## src/rtl/rr_onehot_arb_pkg.sv

```systemverilog
// Shared types and helpers for the round-robin one-hot arbiter.
package rr_onehot_arb_pkg;

  typedef enum logic [0:0] {
    ARB    = 1'b0,
    LOCKED = 1'b1
  } arb_state_e;

  // Pointer successor that wraps at num_req, including non-power-of-two sizes.
  function automatic int unsigned wrap_inc(input int unsigned idx, input int unsigned num_req);
    return (idx + 32'd1 >= num_req) ? 32'd0 : idx + 32'd1;
  endfunction

endpackage

```

## src/rtl/onehot_to_bin.sv

```systemverilog
// One-hot (or zero) vector to binary index; an all-zero input yields 0.
module onehot_to_bin #(
  parameter int unsigned ONEHOT_WIDTH = 4,
  parameter int unsigned BIN_WIDTH    = (ONEHOT_WIDTH == 1) ? 1 : $clog2(ONEHOT_WIDTH)
) (
  input  logic [ONEHOT_WIDTH-1:0] onehot_i,
  output logic [BIN_WIDTH-1:0]    bin_o
);

  always_comb begin
    bin_o = '0;
    for (int unsigned i = 0; i < ONEHOT_WIDTH; i++) begin
      if (onehot_i[BIN_WIDTH'(i)]) begin
        bin_o = bin_o | BIN_WIDTH'(i);
      end
    end
  end

endmodule

```

## src/rtl/rr_onehot_arb.sv

```systemverilog
// Round-robin arbiter with one-hot and binary grant outputs.
// Define RR_ONEHOT_ARB_LOCK_EN to hold the grant stable while the downstream stalls.
module rr_onehot_arb
  import rr_onehot_arb_pkg::*;
#(
  parameter int unsigned NUM_REQ   = 4,
  parameter int unsigned IDX_WIDTH = (NUM_REQ == 1) ? 1 : $clog2(NUM_REQ)
) (
  input  logic                 clk_i,
  input  logic                 rst_i,
  input  logic                 flush_i,
  input  logic [NUM_REQ-1:0]   req_i,
  output logic [NUM_REQ-1:0]   gnt_o,
  output logic                 valid_o,
  input  logic                 ready_i,
  output logic [NUM_REQ-1:0]   gnt_onehot_o,
  output logic [IDX_WIDTH-1:0] gnt_idx_o
);

  logic [IDX_WIDTH-1:0] ptr_q, ptr_d;
  logic [NUM_REQ-1:0]   arb_gnt;

  // Cyclic search starting at ptr_q; first requester found wins.
  always_comb begin
    int unsigned pos;
    pos     = 0;
    arb_gnt = '0;
    for (int unsigned k = 0; k < NUM_REQ; k++) begin
      pos = 32'(ptr_q) + k;
      if (pos >= NUM_REQ) pos = pos - NUM_REQ;
      if (arb_gnt == '0 && req_i[IDX_WIDTH'(pos)]) begin
        arb_gnt[IDX_WIDTH'(pos)] = 1'b1;
      end
    end
  end

`ifdef RR_ONEHOT_ARB_LOCK_EN
  arb_state_e         state_q, state_d;
  logic [NUM_REQ-1:0] lock_q, lock_d;

  assign gnt_onehot_o = (state_q == LOCKED) ? lock_q : arb_gnt;

  always_comb begin
    state_d = state_q;
    lock_d  = lock_q;
    if (flush_i) begin
      state_d = ARB;
      lock_d  = '0;
    end else begin
      unique case (state_q)
        ARB: begin
          if (valid_o && !ready_i) begin
            state_d = LOCKED;
            lock_d  = arb_gnt;
          end
        end
        LOCKED: begin
          if (ready_i) begin
            state_d = ARB;
            lock_d  = '0;
          end
        end
        default: state_d = ARB;
      endcase
    end
  end

  always_ff @(posedge clk_i or posedge rst_i) begin
    if (rst_i) begin
      state_q <= ARB;
      lock_q  <= '0;
    end else begin
      state_q <= state_d;
      lock_q  <= lock_d;
    end
  end
`else
  assign gnt_onehot_o = arb_gnt;
`endif

  assign valid_o = |gnt_onehot_o;
  assign gnt_o   = gnt_onehot_o & {NUM_REQ{ready_i}};

  onehot_to_bin #(
    .ONEHOT_WIDTH(NUM_REQ),
    .BIN_WIDTH   (IDX_WIDTH)
  ) u_onehot_to_bin (
    .onehot_i(gnt_onehot_o),
    .bin_o   (gnt_idx_o)
  );

  always_comb begin
    ptr_d = ptr_q;
    if (flush_i) begin
      ptr_d = '0;
    end else if (valid_o && ready_i) begin
      ptr_d = IDX_WIDTH'(wrap_inc(32'(gnt_idx_o), NUM_REQ));
    end
  end

  always_ff @(posedge clk_i or posedge rst_i) begin
    if (rst_i) begin
      ptr_q <= '0;
    end else begin
      ptr_q <= ptr_d;
    end
  end

`ifndef SYNTHESIS
  a_gnt_onehot0: assert property (@(posedge clk_i) disable iff (rst_i) $onehot0(gnt_onehot_o));
`ifdef RR_ONEHOT_ARB_LOCK_EN
  // A locked requester must keep requesting until its handshake completes.
  a_lock_hold: assert property (@(posedge clk_i) disable iff (rst_i)
    (state_q == LOCKED) |-> ((req_i & lock_q) == lock_q));
`endif
`endif

endmodule

```

## config.mk

```make
export PLATFORM = sky130hd
export DESIGN_NAME = rr_onehot_arb
export DESIGN_NICKNAME = d
export VERILOG_FILES = /design/src/rtl/rr_onehot_arb_pkg.sv /design/src/rtl/onehot_to_bin.sv /design/src/rtl/rr_onehot_arb.sv
export SDC_FILE = /design/constraint.sdc
export NUM_CORES = 1
export LEC_CHECK = 0
export BUFFER_PORTS_ARGS = -buffer_cell sky130_fd_sc_hd__buf_2
export CAP_MARGIN = 20
export CELL_PAD_IN_SITES_DETAIL_PLACEMENT = 0
export CELL_PAD_IN_SITES_GLOBAL_PLACEMENT = 1
export CORE_ASPECT_RATIO = 0.8
export CORE_MARGIN = 5
export CORE_UTILIZATION = 38
export CTS_BUF_LIST = sky130_fd_sc_hd__clkbuf_4 sky130_fd_sc_hd__clkbuf_8 sky130_fd_sc_hd__clkbuf_16
export DETAILED_ROUTE_END_ITERATION = 8
export GPL_TIMING_DRIVEN = 0
export PLACE_DENSITY_LB_ADDON = 0.12
export SYNTH_ARGS = -nofsm -noshare
export SYNTH_HDL_FRONTEND = slang
export SYNTH_SLANG_ARGS = --single-unit
```

## constraint.sdc

```tcl
create_clock -name clk_i -period 4.2 [get_ports clk_i]
set_input_delay 1.05 -clock clk_i [delete_from_list [all_inputs] [get_ports clk_i]]
set_output_delay 1.05 -clock clk_i [all_outputs]
set_load 0.02 [all_outputs]
```

======== Word-level counts from Yosys, hierarchy flattened ========
Index checks and enable logic that the tools add are counted.
cells by class
  muxes and demuxes ....................... 30
  bitwise logic cells ..................... 4
  reductions and logical operators ........ 13
  order comparisons ....................... 13
  $add $sub $neg .......................... 8
operators by type and width
  cell                 number
  $mux 2               9
  $mux 4               4
  $ge 3x3->1 const B   4
  $logic_not 4->1      3
  $lt 2x3->1 const B   4
  $or 4x4->4           3
  $mux 1               9
  $bmux 1 s2           4
  $demux 1 s2          4
  $ge 2x1->1 const B   4
  $logic_and 1x1->1    8
  $sub 2x1->2 const B  4
  $add 2x1->3 const B  2
  $add 2x2->3 const B  2
  $and 4x4->4          1
  $reduce_or 4->1      1
  $ge 2x3->1 const B   1
  $reduce_bool 2->1    1
word-level totals
  output and inout port bits .............. 11
  register bits after elaboration ......... 2
  word-level logic and storage cells ...... 69
  input bits .............................. 8

======== Logic depth before layout (Yosys ltp) ========
  depth after elaboration ................. 24
  gate-level depth with buffers ........... 9

======== Cells and area by module ========
A second synthesis with hierarchy kept.
unflattened totals
  cell total of the unflattened synthesis .. 85
  area total of the unflattened synthesis .. 701.9 µm²
by module, submodules not included
  module         instances  cells each  sequential area each (µm²)  area an instance (µm²)
  rr_onehot_arb  1          83          50.0                        689.4
  onehot_to_bin  1          2           0.0                         12.5

======== Least setup slack after synthesis ========
No wires, ideal clock.
  path type ............................... input port to output port
  start point ............................. input req_i[3]
  end point ............................... output gnt_idx_o[1]
  setup slack ............................. 0.093 ns
  required time ........................... 3.150 ns
  arrival time ............................ 3.057 ns
  cell stages on the path ................. 7
  cell sequence ........................... mux4_2 -> and2_4 -> a31o_1 -> o21ai_4 -> nor3_1 -> or3b_4 -> or2_1
RTL lines
  element                       line                 RTL
  from (decl)                   rr_onehot_arb.sv:12  input logic [NUM_REQ-1:0] req_i,
  $bmux 1 s2                    rr_onehot_arb.sv:31  if (arb_gnt == '0 && req_i[IDX_WIDTH'(pos)]) begin
  $mux 1 (not written as such)  rr_onehot_arb.sv:31
  $mux 4                        rr_onehot_arb.sv:31
  $logic_not 4->1               rr_onehot_arb.sv:31
  $logic_and 1x1->1             rr_onehot_arb.sv:31
  $mux 4                        rr_onehot_arb.sv:31
  $logic_not 4->1               rr_onehot_arb.sv:31
  $logic_and 1x1->1             rr_onehot_arb.sv:31
  $mux 4                        rr_onehot_arb.sv:31
  $logic_not 4->1               rr_onehot_arb.sv:31
  $logic_and 1x1->1             rr_onehot_arb.sv:31
  $mux 4 *                      rr_onehot_arb.sv:31
  net gnt_onehot_o[3]           rr_onehot_arb.sv:16  output logic [NUM_REQ-1:0] gnt_onehot_o,
  $mux 2 *                      onehot_to_bin.sv:13  if (onehot_i[BIN_WIDTH'(i)]) begin
  to (decl)                     rr_onehot_arb.sv:17  output logic [IDX_WIDTH-1:0] gnt_idx_o
Mark *: on every way through the listed nets, which the timed path passes. The rest lies on a longest branch. The select of a mux whose other input is x is not followed.

======== Worst setup path in the final report ========
  start point ............................. input req_i[3]
  end point ............................... output gnt_idx_o[1]
on the way
  longest elaborated chain between the ends .. 14
RTL lines
  element                       line
  $bmux 1 s2                    rr_onehot_arb.sv:31
  $mux 1 (not written as such)  rr_onehot_arb.sv:31
  $mux 4                        rr_onehot_arb.sv:31
  $logic_not 4->1               rr_onehot_arb.sv:31
  $logic_and 1x1->1             rr_onehot_arb.sv:31
  $mux 4                        rr_onehot_arb.sv:31
  $logic_not 4->1               rr_onehot_arb.sv:31
  $logic_and 1x1->1             rr_onehot_arb.sv:31
  $mux 4                        rr_onehot_arb.sv:31
  $logic_not 4->1               rr_onehot_arb.sv:31
  $logic_and 1x1->1             rr_onehot_arb.sv:31
  $mux 4 *                      rr_onehot_arb.sv:31
  $mux 2                        onehot_to_bin.sv:13
  $mux 2 *                      onehot_to_bin.sv:13
Every way passes the cells marked *; elsewhere a longest branch is shown, timed or not. The select of a mux whose other input is x is not followed.

==> results.json <==
{
  "yosys_warnings": 0,
  "grt.overflow.total": 0,
  "swShare_pct": 51.5,
  "ctsLongestPathBuffers": 2,
  "ys_seq_area_share_pct": 6.91,
  "cts_buffers": 3,
  "largest_register_ffs": 2,
  "coreArea_sq_mm": 0.00184,
  "ys_ff_latch": 2,
  "syn-cell-area_sq_um": 724,
  "cts_max_level": 1,
  "synth_compound_area_share_pct": 32.8,
  "place_congestion": 0.830,
  "finalSetupTns_ns": 0,
  "syn_inst": 79,
  "fill_cells": 177,
  "power.switching_mw": 0.332,
  "relSlewSlack_pct": 67.4,
  "multi_input_area_sq_um": 698,
  "drtIter0Drc": 9,
  "io_pins": 19,
  "clock_latency_ns": 0.22,
  "routedWlPerCell_microns": 13.8,
  "diodes": 0,
  "setup_viol": 0,
  "seqPwrFrac_pct": 4.6,
  "dp.cells": 121,
  "final_area_sq_um": 978,
  "ys_async_sr_fraction_pct": 100,
  "period_share_pct": 98.9,
  "synthAdderAreaFrac_pct": 13.8,
  "place_area_sq_um": 845,
  "p_per_area_mw_per_mm2": 659,
  "vias": 738,
  "path_delay_family": "simple AND/OR/NAND/NOR gates",
  "root_buffer": "clkbuf_4",
  "start_util_pct": 39.4,
  "synth-simple-area-share_pct": 25.0,
  "maxCapViolCount": 0,
  "slew_violations": 0,
  "p_leak_nw": 0.428,
  "grt_usage_pct": 12.8,
  "cp_slowest_cell": "mux4_2",
  "synth_nets": 95,
  "skew_ns": 0.000998,
  "synth_xor_area_share_pct": 1.21,
  "synth.area.mux_share_pct": 18.1,
  "grt_max_degree": 9,
  "comb_power_share_pct": 89.0,
  "fmax_ghz": 0.241,
  "dr.pass1.iters": 4,
  "antenna_found_initial": 0,
  "die-area_sq_mm": 0.00289,
  "synth_top_family_by_area": "compound AO/OA/AOI/OAI gates",
  "vias_per_cell": 5.55,
  "grt_pass1_vias": 655,
  "final_common_cell": "buf_2",
  "tightest_slew_ns": 0.485,
  "cp-start-kind": "input port",
  "ir_drop_mv": 0.335,
  "rsz0062_at_grt": "true",
  "fin_crit_ns": 4.15,
  "rows": 14,
  "synthDistinctLibCells": 42,
  "nets": 127,
  "port_buffers": 18,
  "die_x_microns": 58.8,
  "drcViolationCount": 0,
  "required_ns": 3.15,
  "drive_above_1_share_pct": 45.9,
  "grt_pass1_wl_microns": 3030,
  "cp_max_fo": 6,
  "hold_path.class": "flip-flop to flip-flop",
  "clk_pin_slew_ns": 0.03,
  "power.internal_mw": 0.313,
  "synthFlopType": "dfrtp_1",
  "largest_register": "ptr_q",
  "register_area_sq_um": 52.6,
  "routed_wl_microns": 1830,
  "final_cell_mix": "buf_2 (17), buf_4 (10), ha_1 (7)",
  "clock_power_share_pct": 6.3,
  "avgSynthCellArea_sq_um": 9.17,
  "largest_registers": "ptr_q: 2 flops",
  "arrival_ns": 3.10,
  "r2r_slack_ns": 0.87,
  "hold-worst-slack_ns": 0.662,
  "hold_violations": 0,
  "synth_edf_count": 0,
  "finalNonFillerCells": 133,
  "die_y_microns": 49.1,
  "area_growth_pct": 35.1,
  "place_hpwl_microns": 1420,
  "postRouteAntennaNets": 0,
  "cts_tree": "built",
  "critPathBufInv": 2,
  "critical_path_class": "input port to output pin",
  "status": "finished clean",
  "crit_path_end_kind": "output pin",
  "cts_sinks": 2,
  "cp_cell_sequence": "buf_2 -> mux4_2 -> and2_4 -> a31o_4 -> o21ai_4 -> nor3_1 -> or3b_4 -> or2_1 -> buf_4",
  "slowest_delay_ns": 0.56
}
## kinds of logic (layout without fill, tap and decap cells)
| group | Yosys count | count (layout) |
|---|---|---|
| AOI/OAI and AO/OA | 27 | 27 |
| xor gates and xnor gates | 1 | 1 |
| adders and majority gates | 8 | 8 |
| buffers and inverters | 4 | 34 |
| DFF | 2 | 2 |
| muxes | 6 | 6 |
| and+or+nand+nor | 31 | 31 |
## tightest hold or removal path: cells and delay by family, from the launching register on
kind / cells / cell delay, ns
flops: 1 / 0.44
simple gates: 1 / 0.12
compound gates: 1 / 0.06
## routing by layer
layer,part of all wire (%),GRT usage (%)
met1,47,18.5
met2,50,21.0
met4,0,2.26
met5,0,0
met3,3.4,0.794
## path summary, 6_finish.rpt
check	startpoint	end	cells after the start
hold reg to reg	ptr_q[1]	ptr_q[1]	2
setup reg to reg	ptr_q[1]	ptr_q[0]	11
min in group asynchronous	rst_i	ptr_q[0]	2
hold / removal	ptr_q[1]	ptr_q[1]	2
max in group asynchronous	rst_i	ptr_q[1]	2
setup / recovery	req_i[3]	gnt_idx_o[1]	9
## power by group through the flow
stage	registers, mW	logic (mW)	clock network [mW]
floorplan	0.0333	0.359	0
global placement	0.0361	0.471	0
finish	0.0300	0.574	0.0407
CTS	0.0299	0.518	0.0422
detailed placement	0.0364	0.470	0
global route	0.0311	0.619	0.0477
## metrics by stage
step | utilization (%) | setup slack (ns) | power (mW)
4_1_cts | 50.3 | 0.00587 | 0.590
5_1_grt | 53.2 | -0.0394 | 0.698
6_report | 53.2 | 0.0452 | 0.645
3_5_place_dp | 45.9 | -0.177 | 0.506
3_3_place_gp | 45.9 | -0.167 | 0.507
2_1_floorplan | - | 0.0930 | 0.393
## Yosys cell counts (3+ instances only)
master   count  area share [%]
nand2_1      5             2.6
o21ai_0      3             2.1
and2_1       5             4.3
nor2_1       4             2.1
mux4_2       3             9.3
ha_1         8              14
inv_1        4             2.1
nor2b_1      4             3.5
## final cells by class
class | count | area share [%]
tap | 24 | 3.07
inverter | 4 | 1.53
sequential | 2 | 5.37
clock buffer | 3 | 2.30
multi-input combinational | 73 | 71.4
timing repair buffer | 27 | 16.4
## timing repair
item                                    CTS  global route
endpoints found under the setup margin    8             5
setup buffers                             6             3
pin swaps                                 3             4
resized for setup                         4             5
hold buffers                              0             0
Power figures use the tool's default switching activity.
